$ cat config.mk
export PLATFORM = sky130hd
export DESIGN_NAME = nmi_rr_arbiter
export DESIGN_NICKNAME = d
export VERILOG_FILES = /design/src/rtl/nmi_rr_arbiter.sv
export SDC_FILE = /design/constraint.sdc
export NUM_CORES = 1
export LEC_CHECK = 0
export ABC_AREA = 1
export BUFFER_PORTS_ARGS = -buffer_cell sky130_fd_sc_hd__buf_2
export CAP_MARGIN = 20
export CORE_AREA = 2 2 108 110
export DETAILED_ROUTE_END_ITERATION = 6
export DIE_AREA = 0 0 110 112
export PLACE_DENSITY_LB_ADDON = 0.2
export SYNTH_ARGS = -nofsm -noshare
export SYNTH_HDL_FRONTEND = slang
export SYNTH_SLANG_ARGS = --single-unit
$ cat constraint.sdc
create_clock -name clk_i -period 2.3 [get_ports clk_i]
set_clock_uncertainty 0.05 [all_clocks]
set_input_delay 0.23 -clock clk_i [delete_from_list [all_inputs] [get_ports clk_i]]
set_output_delay 0.23 -clock clk_i [all_outputs]
set_load 0.01 [all_outputs]
$ cat src/rtl/nmi_rr_arbiter.sv
// Round-robin arbiter sharing one nmi master port between N requesters.
// Latches the winning request, holds it until the slave answers or a timeout fires.
module nmi_rr_arbiter #(
    parameter int unsigned N           = 2,
    parameter int unsigned TIMEOUT_CYC = 256,
    parameter logic [31:0] ERR_DATA    = 32'hDEAD_BEEF
) (
    input  logic                  clk_i,
    input  logic                  rst_n_i,
    input  logic [N-1:0]          req_valid_i,
    input  logic [N-1:0][31:0]    req_addr_i,
    input  logic [N-1:0][31:0]    req_wdata_i,
    input  logic [N-1:0][3:0]     req_wstrb_i,
    output logic [N-1:0]          req_ready_o,
    output logic [31:0]           req_rdata_o,
    output logic                  nmi_valid_o,
    output logic [31:0]           nmi_addr_o,
    output logic [31:0]           nmi_wdata_o,
    output logic [3:0]            nmi_wstrb_o,
    input  logic                  nmi_ready_i,
    input  logic [31:0]           nmi_rdata_i,
    output logic                  timeout_o,
    output logic                  busy_o
);

    localparam int unsigned GW = (N > 1) ? $clog2(N) : 1;
    localparam int unsigned CW = (TIMEOUT_CYC > 0) ? $clog2(TIMEOUT_CYC + 1) : 1;

    typedef enum logic {StIdle, StBusy} state_e;

    state_e          state_q, state_d;
    logic [GW-1:0]   grant_q, grant_d;
    logic [GW-1:0]   last_q, last_d;
    logic [31:0]     addr_q, addr_d;
    logic [31:0]     wdata_q, wdata_d;
    logic [3:0]      wstrb_q, wstrb_d;
    logic [CW-1:0]   cnt_q, cnt_d;

    logic            found;
    logic [GW-1:0]   winner;
    logic [GW-1:0]   idx;
    logic            tmo_hit;

    // Search starts one past the last grant so every requester gets a turn.
    always_comb begin
        found  = 1'b0;
        winner = '0;
        idx    = '0;
        for (int unsigned i = 1; i <= N; i++) begin
            idx = GW'((32'(last_q) + i) % N);
            if (!found && req_valid_i[idx]) begin
                found  = 1'b1;
                winner = idx;
            end
        end
    end

    assign tmo_hit = (TIMEOUT_CYC != 0) && (cnt_q == CW'(TIMEOUT_CYC - 1));

    always_comb begin
        state_d     = state_q;
        grant_d     = grant_q;
        last_d      = last_q;
        addr_d      = addr_q;
        wdata_d     = wdata_q;
        wstrb_d     = wstrb_q;
        cnt_d       = cnt_q;
        req_ready_o = '0;
        req_rdata_o = '0;
        nmi_valid_o = 1'b0;
        timeout_o   = 1'b0;
        busy_o      = 1'b0;
        case (state_q)
            StIdle: begin
                if (found) begin
                    grant_d = winner;
                    addr_d  = req_addr_i[winner];
                    wdata_d = req_wdata_i[winner];
                    wstrb_d = req_wstrb_i[winner];
                    cnt_d   = '0;
                    state_d = StBusy;
                end
            end
            StBusy: begin
                nmi_valid_o = 1'b1;
                busy_o      = 1'b1;
                // Ready takes priority over a coincident timeout.
                if (nmi_ready_i) begin
                    req_ready_o[grant_q] = 1'b1;
                    req_rdata_o          = nmi_rdata_i;
                    last_d               = grant_q;
                    state_d              = StIdle;
                end else if (tmo_hit) begin
                    req_ready_o[grant_q] = 1'b1;
                    req_rdata_o          = ERR_DATA;
                    timeout_o            = 1'b1;
                    last_d               = grant_q;
                    state_d              = StIdle;
                end else if (cnt_q != '1) begin
                    cnt_d = cnt_q + 1'b1;
                end
            end
            default: state_d = StIdle;
        endcase
    end

    always_ff @(posedge clk_i or negedge rst_n_i) begin
        if (!rst_n_i) begin
            state_q <= StIdle;
            grant_q <= '0;
            last_q  <= GW'(N - 1);
            addr_q  <= '0;
            wdata_q <= '0;
            wstrb_q <= '0;
            cnt_q   <= '0;
        end else begin
            state_q <= state_d;
            grant_q <= grant_d;
            last_q  <= last_d;
            addr_q  <= addr_d;
            wdata_q <= wdata_d;
            wstrb_q <= wstrb_d;
            cnt_q   <= cnt_d;
        end
    end

    assign nmi_addr_o  = addr_q;
    assign nmi_wdata_o = wdata_q;
    assign nmi_wstrb_o = wstrb_q;

endmodule

Word-level counts from Yosys, hierarchy flattened
Index checks and enable logic that the tools add are counted.
Widths: inputs -> output; s select.
{ "classes": {"add_sub_neg": 3, "order_cmp": 5, "n_eq_ne": 6, "n_mux": 37, "bitwise": 1, "n_reduce_logical": 7} }
{ "ops": {"columns": ["cell", "n"], "rows": [
  ["$mux 32", 7],
  ["$mux 9", 4],
  ["$mux 1", 18],
  ["$pmux 9 s2", 1],
  ["$add 9x1->9 const B", 1],
  ["$eq 9x8->1 const B", 1],
  ["$ne 9x9->1 const B", 1],
  ["$lt 1x2->1 const B", 4],
  ["$mux 4", 2],
  ["$mux 2", 3],
  ["$ne 2x2->1 const B", 3],
  ["$reduce_and 2->1", 2],
  ["$reduce_and 4->1", 1],
  ["$add 1x1->1 const B", 2],
  ["$logic_and 1x1->1", 2],
  ["$ne 2x1->1 const B", 1],
  ["$pmux 1 s2", 1],
  ["$reduce_bool 2->1", 1],
  ["$demux 1 s1", 1],
  ["$ge 1x1->1 const B", 1],
  ["$logic_not 1->1", 1],
  ["$not 1->1", 1]
]} }
{ "totals": {"register_bits": 80, "inputBits": 173, "output_inout_bits": 105, "wordCells": 66} }

Depth between registers and ports, before layout
{ "logic_depth": {"ltp_word": 9, "mapped_depth": 13} }

Worst setup path after synthesis
No wires, ideal clock.
{ "synth_timing": {"path_kind": "register to output", "start": "register cnt_q[1]", "end": "output req_rdata_o[10]", "arrival_time_ns": 1.680, "slack_ns": 0.340, "path_stages_with_launch": 12, "n_path_buf": 1, "cell_sequence": "dfrtp_1 > ha_1 > nand2_1 > nor2_1 > inv_1 > nor2_1 > ha_1 > inv_1 > nand2_1 > nand2_2 > clkbuf_1 > nor2_1"} }
{ "synth_between": {"elab_chain_cells": 4} }
{ "synth_rtl": {"columns": ["element", "line", "rtl"], "rows": [
  ["start, declared", "37", "logic [CW-1:0] cnt_q, cnt_d;"],
  ["start signal, assigned", "123", "cnt_q <= cnt_d;"],
  ["$eq 9x8->1", "58", "assign tmo_hit = (TIMEOUT_CYC != 0) && (cnt_q == CW'(TIMEOUT_CYC - 1));"],
  ["$mux 32", "93", "end else if (tmo_hit) begin"],
  ["$mux 32", "88", "if (nmi_ready_i) begin"],
  ["$mux 32", "73", "case (state_q)"],
  ["end, declared", "15", "output logic [31:0] req_rdata_o,"]
]} }
Every way passes these cells.

Worst setup path after layout
{ "layout_timing": {"start": "register cnt_q[1]", "end": "output req_rdata_o[26]"} }
The elaborated chain is that of the path after synthesis.

==> impl_results.md <==
* Mapped cell area at 0.00405 mm2
* Root Buffer: clkbuf_16
* Vias in the first global route at 4352
* Most frequent CP cell: nor2_4
* Startpoint Class: register
* Final WL at roughly 14000 um
* Hold path start: req_wdata_i[39]
* H-tree levels at 3
* Initial antenna violation count at 0
* Clock Sinks at 80
* Commonest non-fill, non-tap cell in the layout: buf_2
* DR vias at 4626
* Worst-Skew Late Latency at 330 ps
* Vias per cell at 4.85
* Pleak at 3.30 nW
* Dpl cells at 927
* Synthesized net count at 712
* Fill cells at 1023
* First-pass GRT wire length at 20300 um
* Synth top area share at 48.8%
* R2R setup slack at 300 ps
* Worst Reg-to-Reg Cells at 13
* Min cycle time layout at 2320 ps
* Layout cell share with drive strength beyond 1 at 43.8%
* # DRC at 0
* Initial Util at 36.2%
* Syn avg cell area at 7.55 um2
* Die H at about 110 um
* Post-synthesis cell count at roughly 540
* Synth cell types at 21
* Reg2reg end: cnt_q[0]
* Final setup fails at 11
* Synth Warn # at 0
* Worst Setup Path Type: reg2out
* Yosys top cell by area: dfrtp_1
* Max cap viols at 0
* Synth-to-Final Area Change at 55.1%
* Worst VDD drop at 374 uV
* First drt pass iteration count at 5
* GRT Resource Usage Total at a little over a fifth
* Combinational Power Share at between 30% and 40%
* ANT cells at 0
* Final Instance Area at 0.00628 mm2
* Status: finished with violations
* DP Area at 0.00553 mm2
* Arr. time, crit path at 2040 ps
* Slowest cell delay on critical path at 370 ps
* Synth Register Bits at 80
* Most frequent cells in the layout: buf_2, nor2_1, nand2_1
* Antenna Nets Post-Route at 0
* Maximum clock insertion buffer count at 2
* Crit share post-route at 101%
* GP Congestion at 0.807
* Fin. Hold Viols at 0
* Fmax at 431 MHz
* Hold Crit Depth at 3
* Max Slew Vio Count at 0
* Slew at the pin with the worst max-slew slack at roughly 730 ps
* CTS tree: yes
* I/O Buffers at 277
* GRT overflow at 0
* Sw Ratio at 33.0%
* Cell Count, Final, Fillers Out at approximately 950
* CP Capture Type: output port
* Hold Path Class: in2reg
* Reg2reg start: cnt_q[1]
* DR iter-0 viols at 218
* Core Area at roughly 0.011 mm2
* CTS Buf Count at 9
* HPWL Detailed at 9560 um
* Layout Nets at 982
* Hold-critical path endpoint: nmi_wdata_o[7]
* Slowest CP cell: dfrtp_1
* Total power at between 5 and 6 mW
* Cell breakdown of the critical path: ha_2, nand2_4, nor2_4, inv_2, nor2_4, ha_4, inv_2, nand2_4, nand2_8, clkbuf_16, nor2_4, buf_6
* Seq/Total Area, Yosys at 49.5%
* Worst setup margin at -18.2 ps
* Failing checks: negative setup slack
* Worst Path Required at 2020 ps
* Sequential power share at 38.5%
* Placement Rows at 39
* Clock Pin Slew Worst Setup and Hold Paths at 60 ps
* Net switching power figure at 1.66 mW
* Internal power at 3.36 mW
* Die W at 110 um
* Pin count of the biggest net entering global routing at 81
* Worst Path Max Fanout at 6
* Die area at 0.0123 mm2
* Pwr/cell area at ~800 mW/mm2
* IO Pins at between 200 and 300
* RSZ-0062 raised after global routing: yes
* Wire per inst at between 10 and 15 um
* Leading post-synthesis cells by cell area: dfrtp_1, nor2_1, o21ai_1
* Clk network pwr share at roughly 30%
* Relative slew margins at between 50% and 60%
-- registers in the layout, summed over array words and instances, names as in the netlist --
signal and cells:
nmi_wdata_o 32, cnt_q 9, nmi_wstrb_o 4, state_q 1
grant_q 1, nmi_addr_o 32, last_q 1
-- layout make-up --
class	instances	area (um2)	area share [%]
Clock buffer	11	233	3.71
Clock inverter	5	81.3	1.30
Inverter	24	90.1	1.43
Multi-Input combinational cell	398	1980	31.5
Sequential cell	80	2000	31.9
Tap cell	143	179	2.85
Timing Repair Buffer	293	1710	27.3
-- power groups by stage --
stage	Combinational, mW	Sequential, mW	Clock, mW
final	1.57	1.93	1.51
after detailed placement	1.45	1.95	0
after global placement	1.43	1.94	0
after global routing	1.75	1.97	1.61
after CTS	1.48	1.92	1.55
after floorplan	0.605	2.08	0
-- cell usage after synthesis --
cell type,n
o21ai_1,73
buf_2,11
nand3_1,7
inv_1,20
ha_1,3
dfstp_2,1
inv_2,4
o21ai_0,61
dfrtp_1,79
o21ai_2,11
nor3b_1,1
nand2_2,1
nor3_1,1
buf_4,6
o21bai_1,2
a21oi_1,2
nor2_1,140
nand3_2,1
buf_6,2
clkbuf_1,16
nand2_1,94
-- worst max-delay path: cells and delay by family, from the launching register on --
family        cells  cell delay (ps)
flops             1              370
fa+ha+maj         2              350
simple gates      6              580
buf+inv           4              390
-- cell families after synthesis --
group	synth area share [%]
flip-flops	49.5
buffers and inverters	6.74
AND/OR/NAND/NOR	23.3
AO/OA/AOI/OAI	19.6
adder cells (fa/ha/maj)	0.927
-- worst max-delay path by stage --
stage / startpoint / endpoint / slack [ps] / cells past startpoint
after floorplan: cnt_q[1] / req_rdata_o[10] / 340 / 11
after detailed placement: cnt_q[1] / req_rdata_o[11] / 120 / 12
after CTS: cnt_q[1] / req_rdata_o[11] / -10 / 12
after global routing: cnt_q[1] / req_rdata_o[9] / -100 / 12
after global placement: cnt_q[1] / req_rdata_o[11] / 210 / 12
final: cnt_q[1] / req_rdata_o[26] / -20 / 12
-- timing repair --
action	in CTS	in global routing
endpoints found under the hold margin	0	8
cloned	0	4
setup endpoints to repair	26	26
resized for setup	6	63
pin swaps	1	5
hold buffers	0	1
buffers inserted	3	2
-- layer usage --
metal  track usage, %  share of wire (%)  vias to the layer above
li1                 -                  -                     2267
met1             23.5                 39                     2116
met2             37.8                 51                      218
met3             4.74                7.8                       25
met4             9.03                2.1                        0
met5                0                  0                        -
-- stage by stage --
| stage | setup slack (ps) | TNS (ps) | hold slack [ps] | util (%) |
|---|---|---|---|---|
| after floorplan | 340 | 0 | -116 | - |
| after global placement | 214 | 0 | 414 | 49.4 |
| after detailed placement | 116 | 0 | 421 | 49.4 |
| after CTS | -13.9 | -13.9 | 71.0 | 52.7 |
| after global routing | -103 | -1950 | 106 | 56.2 |
| final | -18.2 | -112 | 97.0 | 56.2 |
No activity file was read; power rests on OpenSTA's default activity.
